File: src/rtl/collision_pkg.sv
// Shared defaults for the collision manager: channel counts and score width.
package collision_pkg;

   localparam int NUM_SHOTS_DEF   = 3;
   localparam int NUM_ENEMIES_DEF = 4;
   localparam int SCORE_W_DEF     = 8;

endpackage : collision_pkg

File: src/rtl/collision_manager_hit_pulse_latch.sv
// One-per-frame hit detector: registered pulse on the first raw overlap of a
// frame, then a sticky flag suppresses further pulses until the next frame.
module hit_pulse_latch (
   input  logic clk,
   input  logic resetN,
   input  logic raw,
   input  logic startOfFrame,
   output logic pulse,
   output logic flag
);

   logic flag_live;
   logic pulse_d, pulse_q;
   logic flag_d,  flag_q;

   // NOTE: every always_comb output gets a value on every path, so no latch is inferred.
   always_comb begin
      // An overlap in the start-of-frame cycle belongs to the new frame.
      flag_live = flag_q & ~startOfFrame;
      pulse_d   = raw & ~flag_live;
      flag_d    = flag_live | raw;
   end

   // NOTE: sequential state uses non-blocking assignments so every flop samples pre-edge values.
   always_ff @(posedge clk or negedge resetN) begin
      if (!resetN) begin
         pulse_q <= 1'b0;
         flag_q  <= 1'b0;
      end else begin
         pulse_q <= pulse_d;
         flag_q  <= flag_d;
      end
   end

   assign pulse = pulse_q;
   assign flag  = flag_q;

endmodule : hit_pulse_latch

File: src/rtl/collision_manager.sv
// Per-frame shot/enemy/tower collision pulses, last-frame enemy hit mask and a
// saturating score of enemy hits.
module collision_manager
   import collision_pkg::*;
#(
   parameter int NUM_SHOTS   = NUM_SHOTS_DEF,
   parameter int NUM_ENEMIES = NUM_ENEMIES_DEF,
   parameter int SCORE_W     = SCORE_W_DEF
) (
   input  logic                   clk,
   input  logic                   resetN,
   input  logic                   startOfFrame,
   input  logic [NUM_SHOTS-1:0]   drawing_request_shot,
   input  logic [NUM_ENEMIES-1:0] drawing_request_enemy,
   input  logic                   drawing_request_tower,
   output logic [NUM_SHOTS-1:0]   ShotEnemyHit,
   output logic [NUM_ENEMIES-1:0] EnemyHit,
   output logic [NUM_SHOTS-1:0]   ShotTowerHit,
   output logic                   TowerEnemyHit,
   output logic [NUM_ENEMIES-1:0] FrameEnemyMask,
   output logic [SCORE_W-1:0]     Score
);

   localparam int CNT_W = $clog2(NUM_ENEMIES + 1);
   localparam int SUM_W = SCORE_W + CNT_W;
   localparam logic [SCORE_W-1:0] SCORE_MAX = '1;

   logic                   any_shot, any_enemy;
   logic [NUM_SHOTS-1:0]   shot_enemy_flag, shot_tower_flag;
   logic [NUM_ENEMIES-1:0] enemy_flag;
   logic                   tower_enemy_flag;
   logic                   unused_flags;

   logic [NUM_ENEMIES-1:0] mask_d, mask_q;
   logic [SCORE_W-1:0]     score_d, score_q;
   logic [CNT_W-1:0]       hit_cnt;
   logic [SUM_W-1:0]       score_sum;

   assign any_shot  = |drawing_request_shot;
   assign any_enemy = |drawing_request_enemy;

   for (genvar s = 0; s < NUM_SHOTS; s++) begin : g_shot
      hit_pulse_latch u_shot_enemy (
         .clk          (clk),
         .resetN       (resetN),
         .raw          (drawing_request_shot[s] & any_enemy),
         .startOfFrame (startOfFrame),
         .pulse        (ShotEnemyHit[s]),
         .flag         (shot_enemy_flag[s])
      );
      hit_pulse_latch u_shot_tower (
         .clk          (clk),
         .resetN       (resetN),
         .raw          (drawing_request_shot[s] & drawing_request_tower),
         .startOfFrame (startOfFrame),
         .pulse        (ShotTowerHit[s]),
         .flag         (shot_tower_flag[s])
      );
   end

   for (genvar e = 0; e < NUM_ENEMIES; e++) begin : g_enemy
      hit_pulse_latch u_enemy (
         .clk          (clk),
         .resetN       (resetN),
         .raw          (drawing_request_enemy[e] & any_shot),
         .startOfFrame (startOfFrame),
         .pulse        (EnemyHit[e]),
         .flag         (enemy_flag[e])
      );
   end

   hit_pulse_latch u_tower_enemy (
      .clk          (clk),
      .resetN       (resetN),
      .raw          (drawing_request_tower & any_enemy),
      .startOfFrame (startOfFrame),
      .pulse        (TowerEnemyHit),
      .flag         (tower_enemy_flag)
   );

   // Only the enemy flags feed the frame mask; the rest are informational.
   assign unused_flags = ^{shot_enemy_flag, shot_tower_flag, tower_enemy_flag};

   always_comb begin
      mask_d  = startOfFrame ? enemy_flag : mask_q;
      hit_cnt = '0;
      for (int e = 0; e < NUM_ENEMIES; e++) begin
         hit_cnt = hit_cnt + CNT_W'(EnemyHit[e]);
      end
      score_sum = SUM_W'(score_q) + SUM_W'(hit_cnt);
      score_d   = (score_sum > SUM_W'(SCORE_MAX)) ? SCORE_MAX : score_sum[SCORE_W-1:0];
   end

   // NOTE: only control/state registers exist here, so all are cleared by the async reset.
   always_ff @(posedge clk or negedge resetN) begin
      if (!resetN) begin
         mask_q  <= '0;
         score_q <= '0;
      end else begin
         mask_q  <= mask_d;
         score_q <= score_d;
      end
   end

   assign FrameEnemyMask = mask_q;
   assign Score          = score_q;

endmodule : collision_manager
File: config.mk
export PLATFORM = sky130hd
export DESIGN_NAME = collision_manager
export DESIGN_NICKNAME = d
export VERILOG_FILES = /design/src/rtl/collision_pkg.sv /design/src/rtl/collision_manager_hit_pulse_latch.sv /design/src/rtl/collision_manager.sv
export SDC_FILE = /design/constraint.sdc
export NUM_CORES = 1
export LEC_CHECK = 0
export CAP_MARGIN = 20
export CORE_ASPECT_RATIO = 1.2
export CORE_MARGIN = 3
export CORE_UTILIZATION = 48
export CTS_CLUSTER_SIZE = 24
export DETAILED_ROUTE_END_ITERATION = 6
export MAX_ROUTING_LAYER = met4
export PLACE_DENSITY_LB_ADDON = 0.3
export SETUP_SLACK_MARGIN = 0.5
export SLEW_MARGIN = 20
export SYNTH_ARGS = -nofsm -noshare
export SYNTH_HDL_FRONTEND = slang
export SYNTH_HIERARCHICAL = 1
export SYNTH_SLANG_ARGS = --single-unit
File: constraint.sdc
create_clock -name clk -period 2.5 [get_ports clk]
set_input_delay 0.25 -clock clk [delete_from_list [all_inputs] [get_ports clk]]
set_output_delay 0.25 -clock clk [all_outputs]
set_load 0.01 [all_outputs]
==> results.yml <==
outcome:
  status: "finished, final reports clean"
drt:
  viasPerCell: 4.96
  drc: 0
  wirelength_mm: 2.62
  post_drt_wl_per_cell_um: 13.5
  drtIter0Drc: 6
  drtPass1Iterations: 4
  dr_total_vias: 967
  ant_nets: 0
global_routing:
  grt_pass1_vias: 1040
  overflow: 0
  track_usage_pct: 16.5
  grt_start_max_net_pins: 35
  grt_pass1_wl_mm: 4.42
  grt_antenna_before_repair: 0
logic_synthesis:
  yosys_warnings: 6
  synth_cells: 118
  netlist-cell-type-count: 24
  synthesis.nets: 133
  syn_area_mm2: 0.00145
  synth_seq_area_share_pct: 58.6
  avgSynthCellArea_um2: 12.3
  yosys_register_bits: 34
power:
  switching_share_pct: 32.4
  p_seq_share_pct: 45.8
  power_density_mw_per_mm2: 882
  power.internal_uw: 1160
  power_switching_uw: 556
  vdd_ir_drop_max_v: 0.000604
  power_frac_comb_pct: 32.9
  pwr-share-clk_pct: 21.4
  p_leak_uw: 0.000839
sta:
  finalSetupViolCount: 0
  hold_viol_final: 0
  relSlewSlack_pct: 56.4
  skew_ns: 0.00666
  setup_tns_ns: 0
  min_period_ns: 2.14
  period_share_pct: 85.7
  rsz0062_at_grt: "yes"
  tightestPinTransition_ns: 0.647
  fmax_mhz: 467
  drv_slew: 0
  setup_slack_ns: 0.357
  timing.hold.ws_ns: 0.311
final_layout:
  syn2layout_area_growth_pct: 33.8
  design_area_mm2: 0.00194
  layout-drive-gt1-share_pct: 16.1
  diodes: 0
  nNetsFinal: 175
worst_setup_path:
  worstPathBufferInverterCount: 2
  cp-startpoint: "g_enemy[0].u_enemy/pulse$_DFF_PN0_"
  reg2reg_from: "g_enemy[0].u_enemy/pulse$_DFF_PN0_"
  worst_path_most_repeated_cell: "fa_2"
  critPathKind: "reg2reg"
  cp-start-kind: "flop"
  cp_max_fo: 4
  cp.arrival_ns: 2.40
  reg2reg_depth: 9
  max_stage_delay_ns: 0.54
  critPathSlowestCell: "fa_1"
  end_kind: "flop"
  path_cells: "fa_1 > inv_1 > fa_2 > inv_2 > fa_2 > nand2_2 > nor2_4 > a21oi_2 > a31oi_1"
  cp.required_ns: 2.75
  worst_path_dominant_cell_family: "adder cells"
  cp.depth: 9
clock_tree:
  hold_buffers: 0
  clock-sinks: 34
  cts.htree.levels: 2
  cts_buffer_depth: 2
  clk_latency_ns: 0.33
  cts_tree: "done"
  cts_buffers: 5
  root_buffer: "clkbuf_4"
  path_clk_slew_ns: 0.10
placed_design:
  placed_area_mm2: 0.00184
  portBuffers: 33
  hpwl_mm: 1.95
  dpl_worst_slack_ns: 0.316
  place.gp.congestion: 0.731
floorplanning:
  core_mm2: 0.00284
  fp-row-count: 21
  die_area_mm2: 0.00373
  die_x_um: 56.2
  start_util_pct: 51.2
  chipHeight_um: 66.3
  pin_count: 34
worst_hold_path:
  hold_class: "in2async"
job:
  maxCapViolCount: 0
## path summary, 6_finish.rpt
check | to | slack [ns]
max | Score[6]$_DFF_PN0_ | 0.36
min | Score[0]$_DFF_PN0_ | 0.31
max reg2reg | Score[6]$_DFF_PN0_ | 0.36
min reg2reg | g_shot[0].u_shot_tower/flag$_DFF_PN0_ | 0.49
max in group asynchronous | g_shot[0].u_shot_tower/pulse$_DFF_PN0_ | 1.88
min in group clk | g_shot[0].u_shot_tower/flag$_DFF_PN0_ | 0.49
## routing by layer
metal	GRT usage, %	share of wire [%]
met2	27.9	52
met5	-	0
met3	6.25	6.6
met4	8.90	2.3
met1	16.3	39
## final cells by class
cell class                      instances  area, µm²
Multi-Input combinational cell         79        608
Sequential cell                        34        851
Tap cell                               34       42.5
Fill cell                             213        893
Timing Repair Buffer                   35        345
Clock buffer                            8       78.8
Inverter                                5       18.8
## flip-flops by register name (all words and copies together) (netlist names)
signal	flops
g_shot.u_shot_enemy/pulse	3
u_tower_enemy/pulse	1
FrameEnemyMask	4
g_shot.u_shot_tower/flag	3
g_shot.u_shot_enemy/flag	3
u_tower_enemy/flag	1
g_enemy.u_enemy/pulse	4
g_enemy.u_enemy/flag	4
g_shot.u_shot_tower/pulse	3
Score	8
## stage by stage
stage	power, µW	std cells	utilization (%)
5_1_grt	1820	195	68.5
4_1_cts	1710	195	68.3
6_report	1720	195	68.5
3_5_place_dp	1320	186	64.9
2_1_floorplan	1040	118	-
3_3_place_gp	1290	186	64.9
## Yosys cell counts, drive strengths merged
master	instances	area, µm²
fa	3	60.1
nor2b	10	62.6
a31oi	2	12.5
nand2b	23	144
a21oi	1	5.00
nor2	3	18.8
and2	14	87.6
xor2	2	17.5
nand2	6	25.0
nand4	1	12.5
mux2i	2	20.0
o21a	1	7.51
nor3	1	5.00
nor4	1	6.26
o21ai	1	5.00
dfrtp	34	851
mux2	4	45.0
ha	1	12.5
inv	5	18.8
o311ai	1	16.3
o2111ai	1	15.0
nand3	1	5.00
## repair_timing
action,CTS,global route
setup buffers,1,0
gates resized for setup,2,2
endpoints found under the setup margin,7,8
pin swaps,5,1
## cell families (layout without fill, tap and decap cells)
kind of cell / count (synthesis) / count (layout) / synth area share, %
AND/OR/NAND/NOR: 60 / 60 / 25.2
buffers and inverters: 5 / 48 / 1.29
multiplexers: 6 / 6 / 4.48
AO/OA/AOI/OAI: 7 / 7 / 4.22
XOR/XNOR: 2 / 2 / 1.21
flip-flops: 34 / 34 / 58.6
adder cells (fa/ha/maj): 4 / 4 / 5.00
## layout by cell type, fill, tap and decap left out, drive strengths merged
cell	netlist	routed
dfrtp	34	34
clkdlybuf4s50	0	33
nand2b	23	23
and2	14	14
nor2b	10	10
clkbuf	0	8
nand2	6	6
inv	5	5
mux2	4	4
nor2	3	3
fa	3	3
a31oi	2	2
xor2	2	2
mux2i	2	2
buf	0	2
a21oi	1	1
nand4	1	1
o2111ai	1	1
nand3	1	1
o21ai	1	1
o311ai	1	1
o21a	1	1
nor3	1	1
nor4	1	1
ha	1	1
## power groups by stage
stage               sequential [µW]  clock (µW)  combinational (µW)
detailed placement              783           0                 534
global route                    799         404                 614
global placement                773           0                 516
CTS                             782         380                 552
finish                          785         366                 564
floorplan                       801           0                 239
No activity file was read; power rests on OpenSTA's default activity.
==> RTL edit, RTL diff (config.mk and constraints unchanged) <==
Set the package constant `NUM_ENEMIES_DEF` to 2 (it was 4).
--- a/src/rtl/collision_pkg.sv
+++ b/src/rtl/collision_pkg.sv
@@ -4,3 +4,3 @@
    localparam int NUM_SHOTS_DEF   = 3;
-   localparam int NUM_ENEMIES_DEF = 4;
+   localparam int NUM_ENEMIES_DEF = 2;
    localparam int SCORE_W_DEF     = 8;
Interface: changed (resized EnemyHit, FrameEnemyMask and drawing_request_enemy); port bits go from 34 to 28. The function was not compared with the original's and may differ.
==> RTL edit against the unedited design <==
  * Cell area shrank 24%
  * Area after synthesis decreased by 21%
  * Setup slack better by 0.38 ns
  * First-iteration DRC count rose to 2.7 times the old value
  * Total power shrank 32%
  * Wire length is 26% lower
  * Sequential power down 19%
  * Sequential cell count shrank 6
  * Critical endpoint is now Score[3]$_DFF_PN0_
  * Largest cell class unchanged
  * Clock power down 52%
==> RTL edit: results <==
{
  "inv_count": 1,
  "multi_input_area_share_pct": 29.70,
  "final_layout_size_suffix_gt1_share_pct": 7.258,
  "n_antenna_cell": 0,
  "r2r-start": "g_enemy[0].u_enemy/pulse$_DFF_PN0_",
  "h-tree-depth": 1,
  "finalClockSkew_ns": 0.004555,
  "status": "finished, final reports clean",
  "ir_drop_mv": 0.4773,
  "multi_input_comb_cells": 64,
  "yosys-top-cells-area": "dfrtp_1, nand2b_1, and2_1",
  "r2r_setup_slack_ns": 0.74,
  "largest_register_ffs": 8,
  "synth_ff_type": "dfrtp_1",
  "grt_max_degree": 29,
  "cts.clk_slew.worst_paths_ns": 0.13,
  "non_clock_buffer_area_share_pct": 18.73,
  "synth_cell_types": 21,
  "yosys-top-cells-count": "dfrtp_1, nand2b_1, and2_1",
  "ys_seq_area_share_pct": 61.20,
  "dp_hpwl_um": 1461,
  "grt_pass1_wl_um": 3422,
  "syn2layout_area_growth_pct": 29.51,
  "synth_nets": 104,
  "synth_warnings": 6,
  "reg2reg_to": "Score[3]$_DFF_PN0_",
  "synth_seq_cells": 28,
  "placed_area_mm2": 0.001460,
  "grt_pass1_vias": 804,
  "gp_congestion": 0.7828,
  "wl_per_cell_um": 12.56,
  "cts.repair.resized": 0,
  "grt_usage_pct": 15.98,
  "slowest_delay_ns": 0.48,
  "slew_headroom_pct": 77.00,
  "leakage_uw": 0.0006686,
  "r2r_cells": 5,
  "min_period_over_period_pct": 70.40,
  "final-clk-cell-share_pct": 1.519,
  "crit_type": "reg2reg",
  "cts_inserted_buffers": 3,
  "hp-class": "in2async",
  "syn_area_per_cell_um2": 12.31,
  "cts-root-buf": "clkbuf_4",
  "sequential_cell_area_um2": 700.7,
  "cp_max_fo": 5,
  "placed_cells": 151,
  "nonClockBufferCount": 28,
  "final.fill_count": 179,
  "final_nets": 137,
  "dr_total_vias": 755,
  "design.die.area_mm2": 0.003010,
  "pre_cts_ws_ns": 0.7727,
  "post_cts_buffers": 0,
  "whs_ns": 0.2965,
  "drtIter0Drc": 16,
  "final_cells": 154,
  "portBuffers": 27,
  "arrival_ns": 1.97
}
==> RTL edit: changes by cell type after synthesis, moves of 3 or more <==
cell,before,now
dfrtp_1,34,28
and3_1,0,3
nand2_1,5,1
inv_1,5,1
nor2b_1,10,7
==> RTL edit: cells by family after synthesis <==
kind of cell / Yosys count / share of synthesized area [%]
simple gates: 51 / 27.98
flops: 28 / 61.20
compound gates: 7 / 3.607
mux: 3 / 3.278
fa+ha+maj: 2 / 2.841
xor+xnor: 1 / 0.7652
buf+inv: 1 / 0.3276
==> RTL edit: routing by layer <==
layer | vias up | track usage (%) | wire length [um]
li1 | 370 | - | -
met1 | 357 | 16.58 | 802
met2 | 24 | 28.54 | 986
met3 | 4 | 2.519 | 95
met4 | 0 | 9.231 | 51
met5 | - | - | 0
==> RTL edit: report_power, final <==
part | switching, uW | total [uW] | internal, uW
combinational | 145 | 363 | 217
clock | 118 | 175 | 56.4
sequential | 95.1 | 632 | 537
total | 358 | 1170 | 811
